`src/rtl/palette_fade_ctrl_pkg.sv`:
```
// Shared types and helpers for the palette brightness/fade sequencer.
package fade_pkg;

  typedef enum logic [1:0] {
    LIT      = 2'd0,
    FADE_OUT = 2'd1,
    DARK     = 2'd2,
    FADE_IN  = 2'd3
  } fade_state_t;

  localparam int LEVEL_W   = 5;
  localparam int LEVEL_MAX = 16;

  // Decrease a brightness level by step, saturating at zero.
  function automatic logic [LEVEL_W-1:0] level_down(input logic [LEVEL_W-1:0] lvl,
                                                    input logic [LEVEL_W-1:0] stp);
    logic [LEVEL_W-1:0] res;
    if (lvl > stp) begin
      res = lvl - stp;
    end else begin
      res = {LEVEL_W{1'b0}};
    end
    return res;
  endfunction

  // Increase a brightness level by step, saturating at full brightness.
  function automatic logic [LEVEL_W-1:0] level_up(input logic [LEVEL_W-1:0] lvl,
                                                  input logic [LEVEL_W-1:0] stp);
    logic [LEVEL_W:0]   sum;
    logic [LEVEL_W-1:0] res;
    sum = {1'b0, lvl} + {1'b0, stp};
    if (sum >= (LEVEL_W+1)'(LEVEL_MAX)) begin
      res = LEVEL_W'(LEVEL_MAX);
    end else begin
      res = sum[LEVEL_W-1:0];
    end
    return res;
  endfunction

endpackage

```
`src/rtl/palette_fade_ctrl_scale.sv`:
```
// Combinational colour scaler: 4-bit channel times 0..16 brightness, divided by 16.
module palette_scale
  import fade_pkg::*;
(
  input  logic [3:0]         i_colour,
  input  logic [LEVEL_W-1:0] i_level,
  output logic [3:0]         o_scaled
);

  logic [8:0] w_product;

  // Level 16 gives colour*16, so bits [7:4] return the channel unchanged.
  assign w_product = {5'd0, i_colour} * {4'd0, i_level};
  assign o_scaled  = w_product[7:4];

endmodule

```
`src/rtl/palette_fade_ctrl.sv`:
```
// Brightness/fade sequencer between the palette lookup and the VGA colour pins.
// Steps the brightness level once every FRAMES_PER_STEP frames while fading.
module palette_fade_ctrl
  import fade_pkg::*;
#(
  parameter int FRAMES_PER_STEP = 2,
  parameter int LEVEL_STEP      = 1,
  parameter int START_DARK      = 0
) (
  input  logic               Clk,
  input  logic               Reset_n,
  input  logic               vs,
  input  logic               fade_out_req,
  input  logic               fade_in_req,
  input  logic [3:0]         pal_red,
  input  logic [3:0]         pal_green,
  input  logic [3:0]         pal_blue,
  output logic [3:0]         Red,
  output logic [3:0]         Green,
  output logic [3:0]         Blue,
  output logic [LEVEL_W-1:0] level,
  output logic               busy,
  output logic               fade_done
);

  localparam int CNT_W = $clog2(FRAMES_PER_STEP + 1);
  localparam logic [CNT_W-1:0]   CNT_LAST    = CNT_W'(FRAMES_PER_STEP - 1);
  localparam logic [LEVEL_W-1:0] STEP_L      = LEVEL_W'(LEVEL_STEP);
  localparam logic [LEVEL_W-1:0] LVL_FULL    = LEVEL_W'(LEVEL_MAX);
  localparam logic [LEVEL_W-1:0] LVL_ZERO    = {LEVEL_W{1'b0}};
  localparam fade_state_t        RESET_STATE = (START_DARK != 0) ? DARK : LIT;
  localparam logic [LEVEL_W-1:0] RESET_LEVEL = (START_DARK != 0) ? LVL_ZERO : LVL_FULL;

  fade_state_t        r_state;
  logic [LEVEL_W-1:0] r_level;
  logic [CNT_W-1:0]   r_frame_cnt;
  logic               r_vs_q;
  logic               r_fade_done;
  logic [3:0]         r_red;
  logic [3:0]         r_green;
  logic [3:0]         r_blue;

  logic               w_frame_tick;
  logic               w_step_due;
  logic [LEVEL_W-1:0] w_level_dn;
  logic [LEVEL_W-1:0] w_level_up;
  logic [3:0]         w_red;
  logic [3:0]         w_green;
  logic [3:0]         w_blue;

  // Falling edge of the active-low sync marks exactly one tick per frame.
  assign w_frame_tick = r_vs_q & ~vs;
  assign w_step_due   = w_frame_tick && (r_frame_cnt == CNT_LAST);
  assign w_level_dn   = level_down(r_level, STEP_L);
  assign w_level_up   = level_up(r_level, STEP_L);

  palette_scale u_scale_red   (.i_colour(pal_red),   .i_level(r_level), .o_scaled(w_red));
  palette_scale u_scale_green (.i_colour(pal_green), .i_level(r_level), .o_scaled(w_green));
  palette_scale u_scale_blue  (.i_colour(pal_blue),  .i_level(r_level), .o_scaled(w_blue));

  // Fade state machine: request handling, frame counting and level stepping.
  always_ff @(posedge Clk) begin
    if (!Reset_n) begin
      r_state     <= RESET_STATE;
      r_level     <= RESET_LEVEL;
      r_frame_cnt <= {CNT_W{1'b0}};
      r_vs_q      <= 1'b1;
      r_fade_done <= 1'b0;
    end else begin
      r_vs_q      <= vs;
      r_fade_done <= 1'b0;
      case (r_state)
        LIT: begin
          if (fade_out_req) begin
            r_state     <= FADE_OUT;
            r_frame_cnt <= {CNT_W{1'b0}};
          end
        end
        DARK: begin
          // fade_out_req takes priority and is meaningless here, so it masks fade_in_req.
          if (!fade_out_req && fade_in_req) begin
            r_state     <= FADE_IN;
            r_frame_cnt <= {CNT_W{1'b0}};
          end
        end
        FADE_OUT: begin
          if (!fade_out_req && fade_in_req) begin
            r_state     <= FADE_IN;
            r_frame_cnt <= {CNT_W{1'b0}};
          end else if (w_step_due) begin
            r_frame_cnt <= {CNT_W{1'b0}};
            r_level     <= w_level_dn;
            if (w_level_dn == LVL_ZERO) begin
              r_state     <= DARK;
              r_fade_done <= 1'b1;
            end
          end else if (w_frame_tick) begin
            r_frame_cnt <= r_frame_cnt + CNT_W'(1);
          end
        end
        FADE_IN: begin
          if (fade_out_req) begin
            r_state     <= FADE_OUT;
            r_frame_cnt <= {CNT_W{1'b0}};
          end else if (w_step_due) begin
            r_frame_cnt <= {CNT_W{1'b0}};
            r_level     <= w_level_up;
            if (w_level_up == LVL_FULL) begin
              r_state     <= LIT;
              r_fade_done <= 1'b1;
            end
          end else if (w_frame_tick) begin
            r_frame_cnt <= r_frame_cnt + CNT_W'(1);
          end
        end
        default: begin
          r_state     <= RESET_STATE;
          r_level     <= RESET_LEVEL;
          r_frame_cnt <= {CNT_W{1'b0}};
        end
      endcase
    end
  end

  // Colour output registers: palette scaled by the level held before this edge.
  always_ff @(posedge Clk) begin
    if (!Reset_n) begin
      r_red   <= 4'd0;
      r_green <= 4'd0;
      r_blue  <= 4'd0;
    end else begin
      r_red   <= w_red;
      r_green <= w_green;
      r_blue  <= w_blue;
    end
  end

  assign Red       = r_red;
  assign Green     = r_green;
  assign Blue      = r_blue;
  assign level     = r_level;
  assign busy      = (r_state == FADE_OUT) || (r_state == FADE_IN);
  assign fade_done = r_fade_done;

endmodule
```
`config.mk`:
```
export PLATFORM = sky130hd
export DESIGN_NAME = palette_fade_ctrl
export DESIGN_NICKNAME = d
export VERILOG_FILES = /design/src/rtl/palette_fade_ctrl_pkg.sv /design/src/rtl/palette_fade_ctrl_scale.sv /design/src/rtl/palette_fade_ctrl.sv
export SDC_FILE = /design/constraint.sdc
export NUM_CORES = 1
export LEC_CHECK = 0
export ABC_CLOCK_PERIOD_IN_PS = 5300
export BUFFER_PORTS_ARGS = -buffer_cell sky130_fd_sc_hd__buf_4
export CAP_MARGIN = 20
export CORE_MARGIN = 5
export CORE_UTILIZATION = 35
export DETAILED_ROUTE_END_ITERATION = 8
export GPL_TIMING_DRIVEN = 0
export HOLD_SLACK_MARGIN = 0.05
export SKIP_LAST_GASP = 1
export SLEW_MARGIN = 40
export SYNTH_ARGS = -nofsm -noshare
export SYNTH_HDL_FRONTEND = slang
export SYNTH_SLANG_ARGS = --single-unit
export TNS_END_PERCENT = 20
```
`constraint.sdc`:
```
create_clock -name Clk -period 5.3 [get_ports Clk]
set_clock_uncertainty 0.05 [all_clocks]
set_input_delay 0.53 -clock Clk [delete_from_list [all_inputs] [get_ports Clk]]
set_output_delay 0.53 -clock Clk [all_outputs]
set_load 0.005 [all_outputs]
```
**Word level (Yosys, flattened, before mapping)**

Cells that the tools add are included.

- RAM bits: 0
- Input port bits: 17
- Word-level logic and storage cells: 73
- Output and inout port bits: 19
- Memories: 0
- Bits in latches: 0
- Register bits: 23
- Bits in read-only memories: 0

- Reduce and logical (&&, ||, !) cells: 10
- Equality and inequality tests: 15
- Multiply operators: 3
- Muxes and demuxes: 30
- Add/subtract/negate cells: 3
- Bitwise logic cells: 2
- Div/mod/pow operators: 0
- Shift operators: 0
- Magnitude comparators: 2

Operator list:

| operator | number |
|---|---|
| $mux 5 | 6 |
| $mux 2 | 14 |
| $mul 4x5->8 | 3 |
| $pmux 2 s4 | 2 |
| $ne 2x2->1 const B | 6 |
| $ne 3x3->1 const B | 4 |
| $pmux 5 s2 | 1 |
| $add 5x1->6 const B | 1 |
| $ge 6x5->1 const B | 1 |
| $mux 1 | 6 |
| $reduce_and 6->1 | 1 |
| $eq 5x5->1 const B | 1 |
| $gt 5x1->1 const B | 1 |
| $logic_not 5->1 | 1 |
| $reduce_and 5->1 | 1 |
| $sub 5x1->5 const B | 1 |
| $eq 2x1->1 const B | 2 |
| $eq 2x2->1 const B | 2 |
| $add 2x1->2 const B | 1 |
| $logic_and 1x1->1 | 2 |
| $logic_not 2->1 | 1 |
| $pmux 1 s2 | 1 |
| $reduce_and 2->1 | 1 |
| $reduce_bool 2->1 | 1 |
| 4 further kinds | 4 |

**Depth between registers and ports, before layout**

Gate-level depths: netlist (run 1).

- Depth after elaboration: 8
- Mapped depth: 13
- Depth with buffers taken out: 11

**Hierarchy**

Synthesis (run 1) repeated with hierarchy kept, for this count alone.

- Cells, all modules: 292
- Area total of the unflattened synthesis: 2539.9 µm²

By module, submodules not included:

| module | cells each | times used | seq. area each (µm²) | area an instance (µm²) |
|---|---|---|---|---|
| palette_fade_ctrl | 126 | 1 | 460.4 | 1136.1 |
| palette_scale (u_scale_blue ...) | 55 | 2 | 0.0 | 470.5 |
| palette_scale (u_scale_red) | 56 | 1 | 0.0 | 462.9 |

**Worst setup path before layout (run 1)**

OpenSTA, ideal clock, no wires.

- Kind: reg2reg
- Start: register r_level[2] (netlist: level[2])
- End: register r_blue[3] (netlist: Blue[3])
- Arrival: 3379 ps
- Buffers on the path: 3
- Period minus slack after synthesis: 3553 ps
- Setup slack: 1747 ps
- Required time: 5127 ps
- Setup time: 123 ps
- Stages on the path, launching flop included: 14
- Cells stage by stage: dfxtp_1 > buf_6 > clkbuf_1 > clkbuf_1 > nand2_1 > fa_1 > fa_1 > inv_1 > ha_1 > and4_1 > a31oi_1 > o21bai_1 > a31oi_1 > mux2_1

- Longest elaborated chain between the ends: 1

RTL lines:

| element | line | source |
|---|---|---|
| start, declared | palette_fade_ctrl.sv:35 | `logic [LEVEL_W-1:0] r_level;` |
| start signal, assigned | palette_fade_ctrl.sv:92 | `r_level <= w_level_dn;` |
| start signal, assigned | palette_fade_ctrl.sv:107 | `r_level <= w_level_up;` |
| $mul 4x5->8 | palette_fade_ctrl_scale.sv:13 | `assign w_product = {5'd0, i_colour} * {4'd0, i_level};` |
| end signal, assigned | palette_fade_ctrl.sv:134 | `r_blue <= w_blue;` |
| end, declared | palette_fade_ctrl.sv:41 | `logic [3:0] r_blue;` |

No other way between the ends.
A chain may end at the register's enable or synchronous reset.

**Worst setup path in the final report (run 1)**

Ends and elaborated chain as after synthesis.

==> results.md, run 1 <==
- Entering global routing, the biggest net connects 14 pins.
- The cell area after layout is 0.00297 mm².
- The number of endpoints failing setup at the final stage is 0.
- The destination of the worst register-to-register timing path is Blue[3].
- The number of distinct library cells after synthesis is 51.
- The count of final max-slew check failures is 0.
- CTS built an H-tree with a depth of 1.
- The remaining design rule violation count is 0.
- The startpoint identified for the worst register-to-register timing path is level[2].
- The slowest cell on the critical path is sky130_fd_sc_hd__fa_1.
- In the global route stage, overall resource usage came out at 13.6%.
- TritonCTS built the clock tree.
- The worst max-slew margin expressed relative to the limit is 58.8%.
- In this run the remaining antenna-violating nets after routing total 0.
- The signal on the critical path passes through buf_6 -> clkbuf_1 -> clkbuf_1 -> nand2_1 -> fa_1 -> fa_1 -> inv_1 -> ha_1 -> and4_1 -> a31oi_1 -> o21bai_1 -> a31oi_1 -> mux2_1.
- The number of flops mapped to enable cells by yosys is 0.
- The final routed wire length divided by cell count is 13.3 µm.
- The overall power of the completed layout is 0.000524 W.
- The worst setup path is launched from a register.
- The row count is 31.
- The global-route wire length before repair is 9880 µm.
- From left edge to right edge, the die measures 95.1 µm.
- The cell count after synthesis is 302.
- The number of hold-slack violations in the final timing report is 0.
- The filler cell count in the final layout is 773.
- The area growth from synthesis to layout is 17.1%.
- The number of clock sinks seen by CTS is 23.
- The transition time of the tightest slew-check pin is 0.618 ns.
- The proportion of synthesized flip-flops having asynchronous set or reset is 0%.
- In the synthesized netlist the dominant register cell turns out to be sky130_fd_sc_hd__dfxtp_1.
- The initial antenna violation count is 0.
- Hold timing on the final database bottoms out at a slack of 0.410 ns.
- The launch instance of the worst min-delay path is vs.
- The height of the die is 95.1 µm.
- The antenna diode count is 0.
- The placeable core area is 0.00714 mm².
- Sequential cells were found to cover 18.1% of the synthesized design area.
- The count of warnings emitted by yosys is 0.
- The worst hold path terminates at r_vs_q.
- The total of max-cap violations is 0.
- Power spread over the standard cell area amounts to 176 mW/mm².
- The most common library cell in the layout ignoring fill and taps is sky130_fd_sc_hd__and2_1.
- The share of layout cells above drive strength 1 is 13.5%.
- For this run, the top clock speed supported by timing is 245 MHz.
- The first TritonRoute pass finished after 4 iterations.
- After layout, the minimum clock period comes to 4.08 ns.
- Setup repair after global routing left no endpoint under its margin.
- The path class of the tightest hold or removal check is in2reg.
- The number of nets in the final layout is 410.
- The clock-pin slew on the worst setup and hold paths is 0.09 ns.
- The average instance in the mapped netlist occupies 8.40 µm².
- The routed layout has 2,157 vias.
- Counting flops and latches in the post-synthesis netlist gives 23.
- At the worst endpoint, the arrival time is 4.18 ns.
- Summed over all layers, the global routing overflow is 0.
- The clock latency of the later-clocked register in the worst-skew pair is 0.27 ns.
- The netlist area before placement is 0.00254 mm².
- The worst setup path is captured at a register.
- The count of port buffers added during placement is 35.
- At the worst endpoint, the required time is 5.41 ns.
- The number of hold-repair buffers added at the cts stage is 0.
- Setup slack on the worst reg-to-reg path comes out at 1.22 ns.
- Counting instances, the worst hold path has a depth of 2.
- The routability congestion estimate is 0.893.
- The run finished with clean final reports.
- The number of global-route vias before repair is 2,107.
- The starting utilization of the core area is 35.6%.
- The number of vias per cell after detailed routing is 4.90.
- For this block, the routed nets add up to 5840 µm of wire.
- The critical path is of the reg2reg type.
- The number of DRC violations after detailed-routing iteration 0 is 105.
- After layout, the worst path uses 76.9% of the clock period.
- The die covers 0.00905 mm².
- The total half-perimeter wirelength after legalization and detailed placement is 4550 µm.
- The path depth of the worst reg2reg path is 13.
- The post-place instance area is 0.00292 mm².
- Post-CTS repair changed the size of 0 cells.
- Buffers inserted during clock tree synthesis total 3.
- The tree is rooted in a sky130_fd_sc_hd__clkbuf_8.
- The number of nets in the synthesized netlist is 370.
- IR analysis of the VDD net gives a maximum drop of 0.000173 V.
- The number of setup buffers added after CTS is 0.
- The peak per-stage delay on the critical path is 0.55 ns.
- The total negative slack is 0 ns.
- Leaving out fill and tap cells, the most frequent cells in the layout are sky130_fd_sc_hd__and2_1, sky130_fd_sc_hd__ha_1, sky130_fd_sc_hd__buf_4.
- 36 I/O pins were placed.
- In this run the worst path has a maximum fanout of 10.
- The static leakage is 1.49 nW.
- In this run the deepest clock path goes through 2 buffers.
per-layer routing:
metal	up-vias	global-route usage [%]	part of all wire (%)
li1	1096	-	-
met1	1006	18.2	48
met2	53	23.4	47
met3	2	2.68	5.0
met4	0	1.08	0.29
met5	-	0	0
report_power, final:
| part | switching [W] | internal (W) | total (W) | leakage (nW) |
|---|---|---|---|---|
| Combinational | 0.000112 | 0.0000969 | 0.000209 | 1.27 |
| Sequential | 0.0000129 | 0.000190 | 0.000203 | 0.189 |
| Clock | 0.0000601 | 0.0000526 | 0.000113 | 0.0255 |
final cells by class:
type / count / area, µm² / share of cell area [%]
Buffer: 14 / 63.8 / 2.15
Timing Repair Buffer: 35 / 263 / 8.85
Clock inverter: 1 / 5.00 / 0.168
Sequential cell: 23 / 460 / 15.5
Clock buffer: 3 / 41.3 / 1.39
Inverter: 30 / 113 / 3.79
Tap cell: 99 / 124 / 4.17
Multi-Input combinational cell: 235 / 1900 / 64.0
stage by stage:
| stage | instances | setup WS [ns] | utilization, % |
|---|---|---|---|
| 6_report | 440 | 1.22 | 41.6 |
| 5_1_grt | 440 | 0.966 | 41.6 |
| 4_1_cts | 440 | 1.20 | 41.6 |
| 3_5_place_dp | 436 | 1.23 | 41.0 |
| 3_3_place_gp | 436 | 1.24 | 41.0 |
| 2_1_floorplan | 302 | 1.75 | - |
synthesized netlist by cell type (all sizes together) (2+ instances only):
| master | n | share of area (%) |
|---|---|---|
| a21o | 4 | 1.2 |
| mux2 | 3 | 1.3 |
| nor3 | 5 | 1.2 |
| ha | 36 | 18 |
| o21bai | 4 | 1.2 |
| a31oi | 11 | 2.7 |
| fa | 15 | 12 |
| nor4 | 2 | 0.49 |
| nand2b | 5 | 1.2 |
| buf | 5 | 1.2 |
| clkbuf | 9 | 1.3 |
| nand3 | 2 | 0.39 |
| nor2 | 16 | 2.4 |
| and2 | 37 | 9.1 |
| dfxtp | 23 | 18 |
| a21oi | 8 | 1.6 |
| nand4 | 2 | 0.49 |
| and4 | 3 | 1.0 |
| a221o | 2 | 0.79 |
| xor2 | 3 | 1.0 |
| inv | 28 | 4.1 |
| o21ai | 6 | 1.2 |
| xnor2 | 11 | 4.1 |
| nand2 | 33 | 4.9 |
| clkinv | 2 | 0.30 |
| mux2i | 5 | 2.0 |
| a211oi | 4 | 1.2 |
state kept, by name, indices dropped and copies added (netlist names):
| signal | count |
|---|---|
| Blue | 4 |
| Green | 4 |
| Red | 4 |
| fade_done | 1 |
| level | 5 |
| r_frame_cnt | 2 |
| r_state | 2 |
| r_vs_q | 1 |
how the worst max path moves through the flow:
stage | from | endpoint | slack (ns)
3_3_place_gp | level[2] | Green[3] | 1.24
4_1_cts | level[2] | Blue[3] | 1.20
5_1_grt | level[2] | Blue[3] | 0.97
3_5_place_dp | level[2] | Blue[3] | 1.23
6_report | level[2] | Blue[3] | 1.22
2_1_floorplan | level[2] | Blue[3] | 1.75
worst max-delay path, delay by kind of cell, from the launching register on:
family                     cells  cell delay (ns)
AOI/OAI and AO/OA              3             0.66
adders and majority gates      3             1.30
buffers and inverters          4             0.94
DFF                            1             0.37
muxes                          1             0.34
and+or+nand+nor                2             0.32
cell families after synthesis:
logic type,Yosys count,share of synthesized area (%)
compound gates,52,14.3
fa+ha+maj,51,29.6
xor+xnor,14,5.13
flops,23,18.1
simple gates,110,22.6
buf+inv,44,6.95
mux,8,3.30
(Power assumes the default switching activity.)
==> run 2, diff against run 1 <==
ABC_AREA = 1   (was default)
ABC_CLOCK_PERIOD_IN_PS = 3300   (was 5300)
clock period = 3.3 ns   (was 5.3 ns; I/O delays follow)
==> results.md, run 2 <==
- The tool flagged a number of max-cap violations equal to 0.
- The routed wire length on met3 is 304 µm.
- The library cell used most frequently in the layout, excluding fill and tap cells, is sky130_fd_sc_hd__nand2_1.
- The final antenna-violating net count is 0.
- The buffer type at the clock tree root is sky130_fd_sc_hd__clkbuf_8.
- The internal portion of the total power is 0.000534 W.
- The fraction of the mapped netlist area in simple logic gates is 26.1%.
- The routed layout has 2,364 vias.
- Each instance of the synthesized netlist takes up on average 7.12 µm².
- Once layout is complete, the utilization of the core stands at 42.2%.
- The clock-pin slew on the worst setup and hold paths is 0.10 ns.
- At the pin with the least slew margin, the transition time is 0.565 ns.
- The mapped netlist covers 0.00268 mm².
- The boundary pin count is 36.
- TritonCTS built the clock tree.
- The xor-xnor portion of the synthesized cell area is 3.27%.
- Setup violations remaining at the end of the flow were counted as 0.
- At the worst endpoint, the arrival time is 3.22 ns.
- The number of nets in the synthesized netlist is 444.
- The time the final worst path needs with I/O delays and setup is 3.10 ns.
- In the post-synthesis netlist, the cell with the most instances is sky130_fd_sc_hd__nand2_1.
- The worst setup path is captured at a register.
- The run finished with clean final reports.
- The met1 layer wirelength in the final routing is 2800 µm.
- The sum of met2 wire segment lengths after detailed routing is 2800 µm.
- The dominant register cell in the synthesized netlist is sky130_fd_sc_hd__dfxtp_1.
- STA classifies the critical path startpoint as a register.
- The multi-input gate area in the final layout is 0.00184 mm².
- The count of warnings emitted by yosys is 0.
- The maximum fanout along the worst path is 10.
- The clock latency of the later-clocked register in the worst-skew pair is 0.27 ns.
- The register with the most flip-flops in the layout has 5 of them.
- At the end of routability-driven placement, the weighted congestion stood at 0.857.
- The power share of the sequential group is 38.0%.
- Setup repair after global routing could not meet its margin everywhere.
- The worst max-slew margin expressed relative to the limit is 62.3%.
- The category of the most critical setup path is reg2reg.
- The analysis attributes to net switching a power of 0.000323 W.
- The uppermost layer routed is met4.
- The count of port buffers added during placement is 35.
- The height of the die is 97.5 µm.
- The worst hold path begins at vs.
- Registers take 463 µm².
- The cell count after synthesis is 376.
- The total wire length after detailed routing is 5940 µm.
- The share of synthesized cell area in full adder, half adder and majority cells is 28.0%.
- The die extent in x is 97.5 µm.
- Of all flip-flops after synthesis, the portion carrying an async set or reset was 0%.
- The number of global-route vias before repair is 2,350.
- For this design the ratio of total power to cell area is 275 mW/mm².
- Before CTS, the worst setup slack after placement is 0.00806 ns.
- The pre-antenna-repair detailed-routing pass consisted of 5 iterations.
- Of the total power, the clock network draws 21.8%.
- The count of final max-slew check failures is 0.
- The share of the cycle needed by the critical path after routing is 93.8%.
- Using the TritonRoute via totals, the vias-per-cell ratio works out to 4.61.
- The required time at the endpoint of the critical path is 3.42 ns.
- The number of storage elements in the synthesis netlist is 23.
- The overall power of the completed layout is 0.000856 W.
- The maximum ir drop on the vdd rail is 0.000142 V.
- Combinational cells account for 40.2% of the total power.
- The number of flops mapped to enable cells by yosys is 0.
- The global-route usage over all layers is 13.3%.
- The beginning of the critical path is level[3].
- The net count of the finished layout is 483.
- The critical register-to-register path startpoint is level[3].
- After layout, the worst setup slack is 0.203 ns.
- Relative to the synthesized area, the layout overhead comes to 16.1%.
- The sequential cell area fraction in the yosys report is 17.2%.
- After detailed routing, the average wire length per cell comes to 11.6 µm.
- The starting utilization of the core area is 36.3%.
- In this run the number of H-tree levels came out at 1.
- After floorplanning, the core was sized to cover 0.00737 mm².
- The number of distinct library cells after synthesis is 36.
- No sink is reached through more buffers than the 2 on the longest clock path.
- Summed over all nets, the half-perimeter wirelength after detailed placement is 4700 µm.
- By area the synthesized netlist is led by sky130_fd_sc_hd__dfxtp_1, sky130_fd_sc_hd__ha_1, sky130_fd_sc_hd__nand2_1, sky130_fd_sc_hd__fa_1, sky130_fd_sc_hd__inv_1.
- The area of the die is 0.00950 mm².
- The number of DRC violations after detailed-routing iteration 0 is 108.
- Net switching is 37.7% of the power.
- The antenna diode count is 0.
- The static leakage is 1.78 nW.
- The synthesized netlist devotes 11.3% of its cell area to compound gates.
- Of all cell types, the one taking the most synthesized area is sky130_fd_sc_hd__dfxtp_1.
- The number of hold-slack violations in the final timing report is 0.
- The share of layout cells above drive strength 1 is 16.4%.
- The library cells used most frequently in the layout, excluding fill and tap cells, are sky130_fd_sc_hd__nand2_1, sky130_fd_sc_hd__inv_1, sky130_fd_sc_hd__ha_1.
- The initial antenna violation count is 0.
- The remaining design rule violation count is 0.
- After filler insertion, the fill cell instance count of the layout stands at 791.
- Entering global routing, the biggest net connects 18 pins.
- Of the post-synthesis cell area, the dominant cell type holds 17.2%.
- The global-route wire length before repair is 10,700 µm.
- The share of cell area taken by muxes after synthesis is 0%.
- Clock tree synthesis found a total of 23 sinks.
- Static timing analysis puts the maximum clock frequency at 323 MHz.
- In this run the core area contains 31 standard-cell rows.
- The remaining global-route overflow is 0.
- The path type of the worst min-delay path is in2reg.
- Buffers inserted during clock tree synthesis total 3.
- By count the netlist is led by sky130_fd_sc_hd__nand2_1, sky130_fd_sc_hd__inv_1, sky130_fd_sc_hd__ha_1.
- By area, the combinational part of the netlist is dominated by adder cells.
[run 2: what timing repair did]
item / in CTS / in global routing
buffers inserted: 0 / 0
endpoints found under the hold margin: 0 / 0
hold buffers: 0 / 0
resized for setup: 0 / 2
endpoints found under the setup margin: 1 / 9
[run 2: worst paths after layout]
path	slack, ns	endpoint	cells past startpoint
setup / recovery	0.20	Red[3]	15
hold / removal	0.21	r_vs_q	2
setup reg to reg	0.20	Red[3]	15
hold reg to reg	0.51	r_frame_cnt[0]	2
[run 2: cells by family (layout without fill, tap and decap cells)]
family / after synthesis / count (layout)
and+or+nand+nor: 152 / 152
buffers and inverters: 89 / 127
adders and majority gates: 51 / 51
AOI/OAI and AO/OA: 51 / 51
DFF: 23 / 23
xor gates and xnor gates: 10 / 10
[run 2: worst max-delay path, stage by stage (launching register included)]
cell                       delay, ns
sky130_fd_sc_hd__dfxtp_1        0.33
sky130_fd_sc_hd__buf_6          0.14
sky130_fd_sc_hd__clkbuf_1       0.26
sky130_fd_sc_hd__nand2_1        0.12
sky130_fd_sc_hd__inv_1          0.05
sky130_fd_sc_hd__fa_1           0.47
sky130_fd_sc_hd__inv_1          0.05
sky130_fd_sc_hd__fa_1           0.53
sky130_fd_sc_hd__inv_1          0.04
sky130_fd_sc_hd__ha_1           0.35
sky130_fd_sc_hd__nand2_1        0.07
sky130_fd_sc_hd__nor2_1         0.10
sky130_fd_sc_hd__nand3b_1       0.08
sky130_fd_sc_hd__o211ai_1       0.12
sky130_fd_sc_hd__xor2_1         0.17
sky130_fd_sc_hd__nor2_1         0.05
[run 2: cell type report]
class                           count  share of cell area (%)
Sequential cell                    23                    14.9
Clock inverter                      1                   0.161
Clock buffer                        3                    1.33
Tap cell                           99                    3.98
Inverter                           79                    9.62
Timing Repair Buffer               35                    8.45
Buffer                              9                    2.45
Multi-Input combinational cell    264                    59.1
[run 2: stage by stage]
stage	cells	setup TNS, ns	hold slack (ns)	area (µm²)
after floorplan	376	0	0.387	2680
after global placement	510	0	0.478	3060
after detailed placement	510	0	0.486	3060
after CTS	513	0	0.200	3110
after global routing	513	-0.143	0.201	3110
final	513	0	0.205	3110
[run 2: power groups by stage]
stage | Sequential [W] | Clock, W | Combinational [W]
2_1_floorplan | 0.000329 | 0 | 0.000240
3_3_place_gp | 0.000331 | 0 | 0.000344
3_5_place_dp | 0.000332 | 0 | 0.000349
4_1_cts | 0.000326 | 0.000197 | 0.000350
5_1_grt | 0.000330 | 0.000209 | 0.000406
6_report | 0.000325 | 0.000187 | 0.000344
[run 2: metal layers]
layer,GRT usage (%),vias up
met2,23.1,50
met4,1.81,0
met3,2.94,4
li1,-,1252
met1,17.2,1058
met5,0,-
